==> config.mk <==
export PLATFORM = sky130hd
export DESIGN_NAME = toggle_event_decoder_flat
export DESIGN_NICKNAME = d
export VERILOG_FILES = /design/src/rtl/toggle_event_decoder_if.sv /design/src/rtl/toggle_event_decoder.sv /design/src/flat_wrapper.sv
export SDC_FILE = /design/constraint.sdc
export NUM_CORES = 1
export LEC_CHECK = 0
export BUFFER_PORTS_ARGS = -buffer_cell sky130_fd_sc_hd__buf_2
export CAP_MARGIN = 20
export CORE_AREA = 2 2 55 57
export DETAILED_ROUTE_END_ITERATION = 6
export DIE_AREA = 0 0 57 59
export HOLD_SLACK_MARGIN = 0.08
export PLACE_DENSITY = 0.65
export SYNTH_ARGS = -nofsm -noshare
export SYNTH_HDL_FRONTEND = slang
export SYNTH_SLANG_ARGS = --single-unit
==> constraint.sdc <==
create_clock -name clk -period 5.2 [get_ports clk]
set_input_delay 0.26 -clock clk [delete_from_list [all_inputs] [get_ports clk]]
set_output_delay 0.26 -clock clk [all_outputs]
set_load 0.01 [all_outputs]
==> src/rtl/toggle_event_decoder_if.sv <==
// Event-side bus of the toggle event decoder: toggle line in, pulse/queue/status out.
// The master modport is the producer/consumer side; the slave modport is the decoder.
interface toggle_event_decoder_if #(
    parameter int CNT_W = 4,
    parameter int TOT_W = 16
);
    logic             tog_in;
    logic             ev_pulse;
    logic             ev_valid;
    logic             ev_ready;
    logic [CNT_W-1:0] pend_cnt;
    logic [TOT_W-1:0] total_cnt;
    logic             q_mirror;
    logic             ovf;
    logic             ovf_clr;

    modport master (
        output tog_in,
        output ev_ready,
        output ovf_clr,
        input  ev_pulse,
        input  ev_valid,
        input  pend_cnt,
        input  total_cnt,
        input  q_mirror,
        input  ovf
    );

    modport slave (
        input  tog_in,
        input  ev_ready,
        input  ovf_clr,
        output ev_pulse,
        output ev_valid,
        output pend_cnt,
        output total_cnt,
        output q_mirror,
        output ovf
    );
endinterface

==> src/rtl/toggle_event_decoder.sv <==
// Recovers one event per level change of tog_in, queues them behind valid/ready and counts them.
// Define TDEC_SYNC_EN to pass tog_in through a SYNC_STAGES-deep synchronizer instead of one sample flop.
module toggle_event_decoder #(
    parameter int SYNC_STAGES = 2,
    parameter int CNT_W       = 4,
    parameter int TOT_W       = 16
) (
    input  logic                  clk,
    input  logic                  rst,
    toggle_event_decoder_if.slave bus
);

`ifdef TDEC_SYNC_EN
    localparam int D = SYNC_STAGES;
`else
    localparam int D = 1;
`endif
    // Sized for the deeper of the two input-path options so either build fits.
    localparam int IW = $clog2(SYNC_STAGES + 2);
    localparam logic [CNT_W-1:0] PEND_MAX = '1;

    typedef enum logic {INIT, RUN} state_t;

    state_t           state;
    logic [IW-1:0]    init_cnt;
    logic [D-1:0]     sync_q;
    logic             p;
    logic             ev_pulse_q;
    logic             q_mirror_q;
    logic             ovf_q;
    logic [CNT_W-1:0] pend_q;
    logic [TOT_W-1:0] total_q;

    logic s;
    logic valid;
    logic accept;
    logic event_now;
    logic ovf_set;

    assign s         = sync_q[D-1];
    assign valid     = (pend_q != '0);
    assign accept    = valid & bus.ev_ready;
    assign event_now = (state == RUN) & (s ^ p);
    // An event arriving together with an accept leaves the count alone, so it can never be lost.
    assign ovf_set   = event_now & ~accept & (pend_q == PEND_MAX);

    always_ff @(posedge clk) begin
        if (rst) begin
            state      <= INIT;
            init_cnt   <= '0;
            sync_q     <= '0;
            p          <= 1'b0;
            ev_pulse_q <= 1'b0;
            q_mirror_q <= 1'b0;
            ovf_q      <= 1'b0;
            pend_q     <= '0;
            total_q    <= '0;
        end else begin
`ifdef TDEC_SYNC_EN
            sync_q <= {sync_q[D-2:0], bus.tog_in};
`else
            sync_q <= bus.tog_in;
`endif
            p <= s;

            // INIT lasts D+1 edges so the chain and p settle before edges are trusted.
            if (state == INIT) begin
                if (init_cnt == IW'(D)) begin
                    state <= RUN;
                end else begin
                    init_cnt <= init_cnt + 1'b1;
                end
            end

            ev_pulse_q <= event_now;
            q_mirror_q <= (state == RUN) ? s : 1'b0;
            total_q    <= total_q + TOT_W'(event_now);

            if (event_now && !accept) begin
                if (pend_q != PEND_MAX) begin
                    pend_q <= pend_q + 1'b1;
                end
            end else if (!event_now && accept) begin
                pend_q <= pend_q - 1'b1;
            end

            if (ovf_set) begin
                ovf_q <= 1'b1;
            end else if (bus.ovf_clr) begin
                ovf_q <= 1'b0;
            end
        end
    end

    assign bus.ev_pulse  = ev_pulse_q;
    assign bus.ev_valid  = valid;
    assign bus.pend_cnt  = pend_q;
    assign bus.total_cnt = total_q;
    assign bus.q_mirror  = q_mirror_q;
    assign bus.ovf       = ovf_q;

endmodule
==> src/flat_wrapper.sv <==
// flat-port wrapper written by rule: the top's interface ports become plain ports
module toggle_event_decoder_flat 
#(
    parameter int SYNC_STAGES = 2,
    parameter int CNT_W       = 4,
    parameter int TOT_W       = 16
)
  (clk, rst, bus_tog_in, bus_ev_ready, bus_ovf_clr, bus_ev_pulse, bus_ev_valid, bus_pend_cnt, bus_total_cnt, bus_q_mirror, bus_ovf);
  toggle_event_decoder_if #(.CNT_W(CNT_W), .TOT_W(TOT_W)) bus_i ();
  input  logic clk;
  input  logic rst;
  input wire logic [$bits(bus_i.tog_in)-1:0] bus_tog_in;
  input wire logic [$bits(bus_i.ev_ready)-1:0] bus_ev_ready;
  input wire logic [$bits(bus_i.ovf_clr)-1:0] bus_ovf_clr;
  output wire logic [$bits(bus_i.ev_pulse)-1:0] bus_ev_pulse;
  output wire logic [$bits(bus_i.ev_valid)-1:0] bus_ev_valid;
  output wire logic [$bits(bus_i.pend_cnt)-1:0] bus_pend_cnt;
  output wire logic [$bits(bus_i.total_cnt)-1:0] bus_total_cnt;
  output wire logic [$bits(bus_i.q_mirror)-1:0] bus_q_mirror;
  output wire logic [$bits(bus_i.ovf)-1:0] bus_ovf;
  assign bus_i.tog_in = bus_tog_in;
  assign bus_i.ev_ready = bus_ev_ready;
  assign bus_i.ovf_clr = bus_ovf_clr;
  assign bus_ev_pulse = bus_i.ev_pulse;
  assign bus_ev_valid = bus_i.ev_valid;
  assign bus_pend_cnt = bus_i.pend_cnt;
  assign bus_total_cnt = bus_i.total_cnt;
  assign bus_q_mirror = bus_i.q_mirror;
  assign bus_ovf = bus_i.ovf;
  toggle_event_decoder #(.SYNC_STAGES(SYNC_STAGES), .CNT_W(CNT_W), .TOT_W(TOT_W)) u_core (.clk(clk), .rst(rst), .bus(bus_i));
endmodule
==> qor.csv, run 1 <==
metric;value;unit
ant_nets;0;
drv_slew;0;
switching_share;32.4;%
period_share;46.7;%
synth.largest_area_cell;dfxtp_1;
p_comb_share;30.5;%
grt_max_degree;29;
gr-usage-all-layers;14.0;%
ctsHtreeMaxLevel;1;
path_class;register to register;
synth_area_leaders;dfxtp_1, xor2_1, ha_1;
initial_core_util;46.3;%
synth-seq-cells;28;
cts_sinks;28;
cts_inserted_buffers;3;
p_int;0.000413;W
gr-total-overflow;0;
antenna_found_initial;0;
status;complete, no violations;
powerDensity;415;nW/µm²
hold_class;input port to register;
holdWs;0.124;ns
cts_buffer_depth;2;
cp_max_fo;9;
fin_skew;0.0186;ns
ir_drop;0.000281;V
max_freq;0.412;GHz
chipWidth;57;µm
portBuffers;28;
via_count;1033;
cts_tree;built;
row_count;19;
drc_errors;0;
clkTransAtPathRegs;0.16;ns
avgRoutedWirePerCell;11.8;µm
clock_latency;0.33;ns
hold_violations;0;
drive_gt1_share;21.0;%
gr-usage-met1;18.4;%
die_h;59;µm
grt_pass1_vias;889;
vias_per_cell;5.35;
synth_cell_types;31;
routed_wl;2280;µm
synth_area;1250;µm²
met2_usage;22.5;%
rsz0062_at_grt;no;
ios;29;
cts_root_buf;clkbuf_4;
cts_resized;0;
grt_pass1_wl;3760;µm
layout_min_cycle_time;2.43;ns
post-dp-hpwl;1620;µm
drtIter0Drc;44;
layout_common_cells;buf_2, dfxtp_1, nor2_1, xor2_1, a21oi_1;
p_leak;0.664;nW
critPathRequiredTime;5.44;ns
cp-start-kind;register;
syn_area_per_cell;9.43;µm²
final_nets;174;
finalSetupTns;0;ns
ys_async_sr_fraction;0;%
synth_flop_cell;dfxtp_1;
netlist_instances;133;
placed_cell_area;1420;µm²
design_area;1470;µm²
gp_congestion;0.744;
p_seq_share;46.4;%
diodes;0;
slew_headroom;66.0;%
worst_pin_slew;0.510;ns
synth_edf_count;0;
p_sw;0.000198;W
drt-pass1-iter-count;4;
cts_hold_buffers;0;
clkPwrFrac;23.1;%
end_kind;register;
syn_nets;144;
dieArea;3360;µm²
post_cts_buffers;0;
synth_warnings;0;
worstPathArrival;2.67;ns
finish.utilization;54.4;%
setup_viol;0;
cap_violations;0;
ys_seq_area_share;44.7;%
top_usage_layer;met2;
area_growth;17.6;%
use_met3;2.62;%
yosysTopAreaCellShare;44.7;%
core-area;2710;µm²
[metrics by stage]
stage,std cells,setup WS (ns),power (W)
global placement,189,2.84,0.000472
finish,193,2.77,0.000611
global route,193,2.60,0.000654
floorplan,133,2.90,0.000425
detailed placement,189,2.77,0.000476
CTS,193,2.75,0.000619
[worst max-delay path, cell delays in order (launching register included)]
cell	delay (ns)
dfxtp_1	0.44
o41ai_4	0.53
nand2_1	0.19
ha_1	0.30
a21o_1	0.17
a21oi_1	0.16
mux2i_1	0.21
mux2_1	0.33
[cell families (layout without fill, tap and decap cells)]
kind of cell / count (synthesis) / count (layout) / share of synthesized area, %
fa+ha+maj: 6 / 6 / 6.59
mux: 3 / 3 / 2.50
simple gates: 55 / 55 / 24.0
compound gates: 22 / 22 / 11.8
xor+xnor: 12 / 12 / 8.38
buf+inv: 7 / 36 / 2.10
flops: 28 / 28 / 44.7
[final timing paths]
path / startpoint / endpoint / slack, ns / cells past startpoint
hold / removal: bus_tog_in / u_core.s$_SDFF_PP0_ / 0.12 / 2
hold reg to reg: u_core.bus.total_cnt[15]$_SDFF_PP0_ / u_core.bus.total_cnt[15]$_SDFF_PP0_ / 0.50 / 2
setup / recovery: u_core.bus.pend_cnt[0]$_SDFFE_PP0P_ / u_core.bus.pend_cnt[3]$_SDFFE_PP0P_ / 2.77 / 7
setup reg to reg: u_core.bus.pend_cnt[0]$_SDFFE_PP0P_ / u_core.bus.pend_cnt[3]$_SDFFE_PP0P_ / 2.77 / 7
[power groups by stage]
stage	clock network, W	registers (W)	logic, W
after floorplan	0	0.000288	0.000137
after global placement	0	0.000286	0.000187
after detailed placement	0	0.000288	0.000188
after CTS	0.000146	0.000284	0.000189
after global routing	0.000154	0.000289	0.000211
final	0.000141	0.000284	0.000186
[synthesized netlist by cell type (all sizes together) (4+ instances only)]
cell and number:
o21ai 7, dfxtp 28, nor2 16, ha 5
nand3 5, xor2 9, or3 4, nand4 5
a21oi 8, nor2b 5, and2 4, inv 4
and4 4, nand2 6
[routing by layer]
metal | wire, µm | vias up
li1 | - | 530
met1 | 1100 | 482
met2 | 1060 | 19
met3 | 91 | 2
met4 | 19 | 0
met5 | 0 | -
[state kept, by name, indices dropped and copies added (netlist names)]
register              cells
u_core.bus.pend_cnt       4
u_core.p                  1
u_core.state              1
u_core.bus.q_mirror       1
u_core.bus.total_cnt     16
u_core.bus.ev_pulse       1
u_core.init_cnt           2
u_core.s                  1
u_core.bus.ovf            1
[cell type report]
type | count | area [µm²]
flip-flops and latches | 28 | 561
well taps | 31 | 38.8
clock inverters | 1 | 30.0
multi-input cells | 98 | 667
inverters | 4 | 15.0
fillers | 265 | 1240
repair buffers | 28 | 140
clock buffers | 3 | 22.5
No activity file was read; power rests on OpenSTA's default activity.
==> run 2, diff against run 1 <==
clock period = 2.3 ns   (was 5.2 ns; I/O delays follow)
==> run 2 against run 1 <==
Against the previous run:
- hold slack lost 0.022 ns
- global-route usage grew 2.0 points
- sequential power grew 120%
- largest power group unchanged
- first-iteration DRC count shrank 45%
- register-to-register slack lost 2.6 ns
==> qor.csv, run 2 (synthesis gave the netlist of run 1 again) <==
metric;value;unit;change
antenna_found_initial;0;;unchanged
crit_chain;o41ai_4, nand2_2, ha_1, a21o_1, a21oi_1, mux2i_1, mux2_1;;
initial_core_util;46.3;%;unchanged
hold_class;input port to register;;
post-dp-hpwl;1850;µm;+14%
layout_min_cycle_time;2.13;ns;-0.300 ns
gr-usage-all-layers;16.1;%;+2.0 points
worstPathArrival;2.35;ns;-0.32 ns
path_delay_family;compound AO/OA/AOI/OAI gates;;
p_seq_share;41.9;%;-4.5 points
avgRoutedWirePerCell;12.4;µm;+5.0%
dieArea;3360;µm²;unchanged
drive_gt1_share;30.2;%;+9.2 points
p_leak;0.714;nW;+7.5%
use_met3;2.84;%;+0.22 points
switching_share;32.3;%;-0.10 points
status;complete, no violations;;
slew_headroom;66.3;%;+0.31 points
regArea;567;µm²;+1.1%
vias_per_cell;5.25;;-1.9%
max_freq;0.470;GHz;+14%
largest_reg_flops;16;;unchanged
clock_latency;0.32;ns;about the same
diodes;0;;unchanged
cts_tree;built;;
ios;29;;unchanged
end_kind;register;;
cts_root_buf;clkbuf_4;;
finalSetupTns;0;ns;unchanged
multi_input_area;679;µm²;+1.9%
die_h;59;µm;unchanged
layout_common_cells;buf_2, dfxtp_1, nor2_1, buf_4;;
place_ws;0.0587;ns;-2.71 ns
holdWs;0.102;ns;-0.0218 ns
placed_cell_area;1470;µm²;+3.2%
p_int;0.00100;W;+140%
cap_violations;0;;unchanged
worst_pin_slew;0.505;ns;-0.00470 ns
design_area;1570;µm²;+6.5%
r2r_setup_slack;0.17;ns;-2.60 ns
drtIter0Drc;24;;-45%
fillers;260;;-1.9%
drc_errors;0;;unchanged
layout_commonest_cell;buf_2;;
clkTransAtPathRegs;0.15;ns;about the same
via_count;1066;;+3.2%
routed_wl;2510;µm;+10%
cts_buffer_depth;2;;unchanged
top_usage_layer;met2;;
drv_slew;0;;unchanged
core-area;2710;µm²;unchanged
p_sw;0.000479;W;+140%
met2_usage;27.6;%;+5.1 points
hold_violations;0;;unchanged
grt_pass1_vias;978;;+10%
path_class;register to register;;
powerDensity;945;nW/µm²;+130%
area_growth;25.2;%;
gr-usage-met1;20.1;%;+1.7 points
ctsHtreeMaxLevel;1;;unchanged
cts_inserted_buffers;3;;unchanged
chipWidth;57;µm;unchanged
ant_nets;0;;unchanged
gr-total-overflow;0;;unchanged
grt_max_degree;29;;unchanged
worst_slack;0.172;ns;-2.60 ns
cpPeakStageDelay;0.38;ns;-0.15 ns
gp_congestion;0.852;;+15%
clkPwrFrac;21.3;%;-1.8 points
ir_drop;0.000719;V;+160%
fin_cells;203;;+5.2%
p_comb_share;36.9;%;+6.4 points
cp_max_fo;3;;-6
cp-start-kind;register;;
fin_skew;0.00834;ns;-0.0103 ns
period_share;92.5;%;+46 points
crit_path_top_delay_cell;dfxtp_2;;
final_nets;184;;+5.7%
place_inst;195;;+3.2%
critPathRequiredTime;2.52;ns;-2.92 ns
cts_sinks;28;;unchanged
drt-pass1-iter-count;4;;unchanged
grt_pass1_wl;4230;µm;+12%
setup_viol;0;;unchanged
crit_buf_inv;0;;unchanged
row_count;19;;unchanged
portBuffers;28;;unchanged
## run 2: changes by cell type in the layout (fill, tap and decap cells not counted), sizes merged
cell,delta
buf,+9
dlygate4sd3,+1
## run 2: worst paths after layout
| check | start | end | depth (start not counted) |
|---|---|---|---|
| setup / recovery | u_core.bus.pend_cnt[0]$_SDFFE_PP0P_ | u_core.bus.pend_cnt[3]$_SDFFE_PP0P_ | 7 |
| hold / removal | bus_ovf_clr | u_core.bus.ovf$_SDFFE_PP0P_ | 4 |
| setup reg to reg | u_core.bus.pend_cnt[0]$_SDFFE_PP0P_ | u_core.bus.pend_cnt[3]$_SDFFE_PP0P_ | 7 |
| hold reg to reg | u_core.bus.total_cnt[15]$_SDFF_PP0_ | u_core.bus.total_cnt[15]$_SDFF_PP0_ | 2 |
## run 2: area by class of cell
class                           instances  area share, %
Sequential cell                        28           36.1
Clock buffer                            3           1.43
Timing Repair Buffer                   38           13.9
Multi-Input combinational cell         98           43.3
Clock inverter                          1           1.91
Inverter                                4          0.956
Tap cell                               31           2.47
## run 2: through the flow
step | utilization (%) | total power (W)
floorplan | - | 0.000962
global placement | 54.1 | 0.00112
detailed placement | 54.1 | 0.00115
CTS | 56.4 | 0.00147
global route | 57.9 | 0.00159
finish | 57.9 | 0.00148
## run 2: power by group through the flow
| stage | clock network, W | logic [W] | registers, W |
|---|---|---|---|
| after floorplan | 0 | 0.000310 | 0.000652 |
| after global placement | 0 | 0.000512 | 0.000613 |
| after detailed placement | 0 | 0.000525 | 0.000621 |
| after CTS | 0.000330 | 0.000528 | 0.000612 |
| after global routing | 0.000349 | 0.000615 | 0.000628 |
| final | 0.000315 | 0.000547 | 0.000621 |
## run 2: repair_timing
| item | CTS | global route |
|---|---|---|
| endpoints found under the hold margin | 1 | 0 |
| setup buffers | 0 | 3 |
| resized for setup | 0 | 9 |
| hold buffers | 1 | 0 |
| endpoints found under the setup margin | 0 | 5 |
## run 2: worst register-to-register path: cells and delay by family, from the launching register on
family          cells  cell delay, ns
fa+ha+maj           1            0.28
flops               1            0.38
compound gates      3            0.70
mux                 2            0.54
simple gates        1            0.12
## run 2: metal layers
layer / wire (µm) / share of wire, %
met1: 1120 / 45
met2: 1240 / 49
met3: 101 / 4.0
met4: 47 / 1.9
met5: 0 / 0
